===== src/rtl/sample_strobe_gen.sv =====
// Clock-enable strobe generator: a 0..R-1 counter decoded into per-channel strobes,
// with ratio changes deferred to the period boundary. Option macro: SAMPLE_STROBE_HALT_EN.
module sample_strobe_gen #(
  parameter int CNT_W  = 8,
  parameter int NUM_CH = 2
) (
  input  logic              clk_in,
  input  logic              rst,
  input  logic              enable,
  input  logic              div_load,
  input  logic [CNT_W-1:0]  div_value,
  output logic              div_ack,
  output logic [NUM_CH-1:0] strobe,
  output logic [CNT_W-1:0]  cur_div,
  output logic              busy
);

  typedef enum logic [1:0] {
    IDLE = 2'd0,
    RUN  = 2'd1,
    PEND = 2'd2
  } state_t;

  state_t           state_q, state_d;
  logic [CNT_W-1:0] cnt_q, cnt_d;
  logic [CNT_W-1:0] cur_div_q, cur_div_d;
  logic [CNT_W-1:0] pend_q, pend_d;
  logic             ack_q, ack_d;
  logic             wrap;
  logic             apply;
  logic [CNT_W-1:0] apply_val;
`ifdef SAMPLE_STROBE_HALT_EN
  logic             halt_q, halt_d;
`endif

  always_ff @(posedge clk_in) begin
    if (rst) begin
      state_q   <= IDLE;
      cnt_q     <= '0;
      cur_div_q <= CNT_W'(1);
      pend_q    <= '0;
      ack_q     <= 1'b0;
`ifdef SAMPLE_STROBE_HALT_EN
      halt_q    <= 1'b0;
`endif
    end else begin
      state_q   <= state_d;
      cnt_q     <= cnt_d;
      cur_div_q <= cur_div_d;
      pend_q    <= pend_d;
      ack_q     <= ack_d;
`ifdef SAMPLE_STROBE_HALT_EN
      halt_q    <= halt_d;
`endif
    end
  end

  always_comb begin
    state_d   = state_q;
    cnt_d     = cnt_q;
    cur_div_d = cur_div_q;
    pend_d    = pend_q;
    ack_d     = 1'b0;
`ifdef SAMPLE_STROBE_HALT_EN
    halt_d    = halt_q;
`endif
    apply     = 1'b0;
    apply_val = div_value;
    // cur_div_q is never 0, so R-1 cannot underflow
    wrap      = (cnt_q == cur_div_q - CNT_W'(1));

    case (state_q)
      IDLE: begin
        cnt_d = '0;
        if (div_load) begin
          apply = 1'b1;
`ifdef SAMPLE_STROBE_HALT_EN
        end else if (enable && !halt_q) begin
`else
        end else if (enable) begin
`endif
          state_d = RUN;
        end
      end
      default: begin
        if (wrap) begin
          cnt_d   = '0;
          state_d = enable ? RUN : IDLE;
          if (div_load) begin
            apply = 1'b1;
          end else if (state_q == PEND) begin
            apply     = 1'b1;
            apply_val = pend_q;
          end
        end else begin
          cnt_d = cnt_q + CNT_W'(1);
          if (div_load) begin
            pend_d  = div_value;
            state_d = PEND;
          end
        end
      end
    endcase

    // Applying a ratio always acknowledges; a zero ratio is halt or pass-through
    if (apply) begin
      ack_d  = 1'b1;
      pend_d = '0;
`ifdef SAMPLE_STROBE_HALT_EN
      if (apply_val == '0) begin
        halt_d  = 1'b1;
        state_d = IDLE;
      end else begin
        halt_d    = 1'b0;
        cur_div_d = apply_val;
        if (state_q == IDLE && enable) state_d = RUN;
      end
`else
      cur_div_d = (apply_val == '0) ? CNT_W'(1) : apply_val;
      if (state_q == IDLE && enable) state_d = RUN;
`endif
    end
  end

  assign busy    = (state_q != IDLE);
  assign div_ack = ack_q;
  assign cur_div = cur_div_q;

  genvar gi;
  generate
    for (gi = 0; gi < NUM_CH; gi++) begin : g_strobe
      assign strobe[gi] = busy && (cnt_q == CNT_W'(gi));
    end
  endgenerate

endmodule


===== config.mk =====
export PLATFORM = sky130hd
export DESIGN_NAME = sample_strobe_gen
export DESIGN_NICKNAME = d
export VERILOG_FILES = /design/src/rtl/sample_strobe_gen.sv
export SDC_FILE = /design/constraint.sdc
export NUM_CORES = 1
export LEC_CHECK = 0
export ABC_AREA = 1
export CORE_AREA = 2 2 69 71
export CTS_CLUSTER_DIAMETER = 40
export CTS_CLUSTER_SIZE = 14
export DETAILED_ROUTE_END_ITERATION = 8
export DIE_AREA = 0 0 71 73
export PLACE_DENSITY_LB_ADDON = 0.25
export SLEW_MARGIN = 20
export SYNTH_ARGS = -nofsm -noshare
export SYNTH_HDL_FRONTEND = slang
export SYNTH_SLANG_ARGS = --single-unit

===== constraint.sdc =====
create_clock -name clk_in -period 2.2 [get_ports clk_in]
set_clock_uncertainty 0.1 [all_clocks]
set_input_delay 0.66 -clock clk_in [delete_from_list [all_inputs] [get_ports clk_in]]
set_output_delay 0.66 -clock clk_in [all_outputs]
set_load 0.03 [all_outputs]

==> results <==
-- through the flow --
step | setup WS (ns) | instance area, µm² | std cells
after floorplan | 0.0119 | 1730 | 275
after global placement | 0.00456 | 2250 | 379
after detailed placement | -0.00747 | 2250 | 379
after CTS | 0.00853 | 2290 | 383
after global routing | -0.0985 | 2360 | 387
final | 0.0595 | 2360 | 387
-- power groups by stage --
stage	Clock (mW)	Sequential (mW)	Combinational (mW)
final	0.284	0.622	1.21
after global routing	0.314	0.632	1.34
after CTS	0.305	0.620	1.12
after detailed placement	0	0.632	1.13
after global placement	0	0.630	1.12
after floorplan	0	0.702	0.641
-- sequential cells by signal (all words and copies together), names as in the netlist --
register and count:
pend_q 8, state_q 2, cnt_q 8, cur_div 8, div_ack 1
-- cells by family after synthesis --
family,count (synthesis)
and+or+nand+nor,169
AOI/OAI and AO/OA,25
adders and majority gates,4
xor gates and xnor gates,6
buffers and inverters,43
muxes,1
DFF,27
-- layout make-up --
cell class                      count  share of cell area
Tap cell                           54              0.0286
Sequential cell                    27               0.230
Multi-Input combinational cell    205               0.442
Inverter                           36              0.0573
Timing Repair Buffer               61               0.222
Clock buffer                        3              0.0175
Clock inverter                      1             0.00212
-- layer usage --
layer  global-route usage  part of all wire  vias to the layer above
met5                    0                 0                        -
met4               0.0524             0.012                        0
met3               0.0207             0.026                        4
met2                0.270              0.48                       27
met1                0.207              0.49                      739
li1                     -                 -                      976
-- worst max-delay path by stage --
stage                      end  slack, ns  cells after the start
CTS                  strobe[1]      0.009                      5
global placement    cur_div[0]      0.005                     11
floorplan           cur_div[0]       0.01                     16
finish              cur_div[1]       0.06                      2
global route        cur_div[0]       -0.1                     17
detailed placement  cur_div[0]     -0.007                     11
-- repair_timing --
action                     CTS  global route
pin swaps                    0            14
setup buffers                0             4
hold endpoints to repair     0             0
setup endpoints to repair    5            28
hold buffers                 0             0
gates resized for setup      5            18
-- worst max-delay path: cells and delay by family (launching register included) --
kind / cells / cell delay [ns]
buffers and inverters: 2 / 0.78
flip-flops: 1 / 0.34
-- placed cells by master (no fill, tap or decap), drive strengths merged, types with 3 or more instances in the layout --
cell | synthesis | routed
xor2 | 3 | 3
dlygate4sd2 | 0 | 4
clkbuf | 3 | 4
inv | 35 | 35
nand3 | 25 | 25
xnor2 | 3 | 3
a211oi | 7 | 7
nor2 | 39 | 39
o21ai | 15 | 15
nor3 | 3 | 3
buf | 4 | 39
dfxtp | 27 | 27
a21oi | 3 | 3
clkdlybuf4s50 | 0 | 15
nand2 | 98 | 98
ha | 4 | 4
==> out/results.ini <==
[status]
outcome=finished clean

[worst_setup_path]
cp.arrival_ns=1.38
r2r_slack_ns=0.08
slowest_delay_ns=0.66
critPathRequiredTime_ns=1.44
startpoint=cur_div[1]
cp_max_fo=2
path_cells=buf_4 -> clkdlybuf4s50_1
reg2regPathDepth=17
worstReg2RegStart=cur_div[0]
path_class=reg -> out
timing.rr.end=cur_div[0]
end_kind=primary output
startpoint_type=register
slowest_stage=clkdlybuf4s50_1

[global_route]
overflow=0
grt_pass1_vias=1584
antenna_found_initial=0
grt.total_usage=0.158
grt_max_degree=17
grt_pass1_wl_mm=6.67

[layout]
fillerInstances=471
multi_input_area_mm2=0.00104
fin_util=0.520
drive_gt1_frac=0.231
final_nets=350
num_antenna_cells=0
register_area_um2=543
area_growth_pct=36.2

[logic_synthesis]
synthTopCellsByArea=dfxtp_1 (31%), nand2_1 (20%), inv_1 (7.2%), nor2_1 (7.2%), nand3_1 (6.9%)
synth_cell_type_count=29
synthFlopType=dfxtp_1
synth_edf_count=0
synthSimpleGateAreaFrac=0.424
synthArstFlopShare=0
synth_area_per_cell_um2=6.30
seq_area_frac_synth=0.312
muxShareOfSynthArea=0.00578
synth_nets=291
synth_most_common_cell=nand2_1
syn_inst=275
synth-xor-area-share=0.0303
yosysWarnings=0
synth.top_cells.by_count=nand2_1 (91), inv_1 (33), nor2_1 (33)
synth_top_family_by_area=simple AND/OR/NAND/NOR gates
synth_compound_area_frac=0.0910
yosys.area.top_type=dfxtp_1
synth_area_mm2=0.00173
synth.top_cell.area_share=0.312
synthAdderAreaFrac=0.0289
ys_ff_latch=27

[floorplan]
die_w_um=71
die_height_um=73
start_util=0.382
core_area_mm2=0.00454
die_area_mm2=0.00518
rows=25
io_pins=24

[clocking]
max-clock-path-buffers=2
cts_num_sinks=27
cts.reportedPaths.clkPinSlew_ns=0.09
cts_tree=built
htreeDepth=1
cts_root_buf=clkbuf_8
clock_latency_ns=0.27
cts_buffers=3

[hold_path]
hp-class=reg -> reg
worstHoldStart=pend_q[3]
whs_path_depth=2
min_to=pend_q[3]

[drt]
drc=0
wire_per_inst_um=10.1
vias=1746
drtIter0Drc=47
ant_nets=0
drtPass1Iterations=4
drt-total-wl_mm=3.93
vias_per_cell=4.51

[sta]
rsz0062_at_grt=yes
fin_hold_ws_ns=0.362
setup_viol=0
max_freq_mhz=467
hold_violations=0
fin_setup_tns_ns=0
finalMaxSlewViolations=0
max-slew-margin-rel=0.704
period_minus_slack_ns=2.14
worst_pin_slew_ns=0.444
post-route-period-util=0.973

[power]
internal-power_mw=1.22
p_seq_frac=0.295
powerDensity_mw_per_mm2=895
switching_share=0.424
irDropWorstVdd_uv=367
comb_power_share=0.571
total_power_mw=2.11
clock_power_share=0.134
switchingPower_mw=0.894
leakage_nw=1.15

[job]
maxCapViolations=0

[placement]
dp_hpwl_mm=3.16
portBuffers=23
place_congestion=0.858

Power figures use the tool's default switching activity.
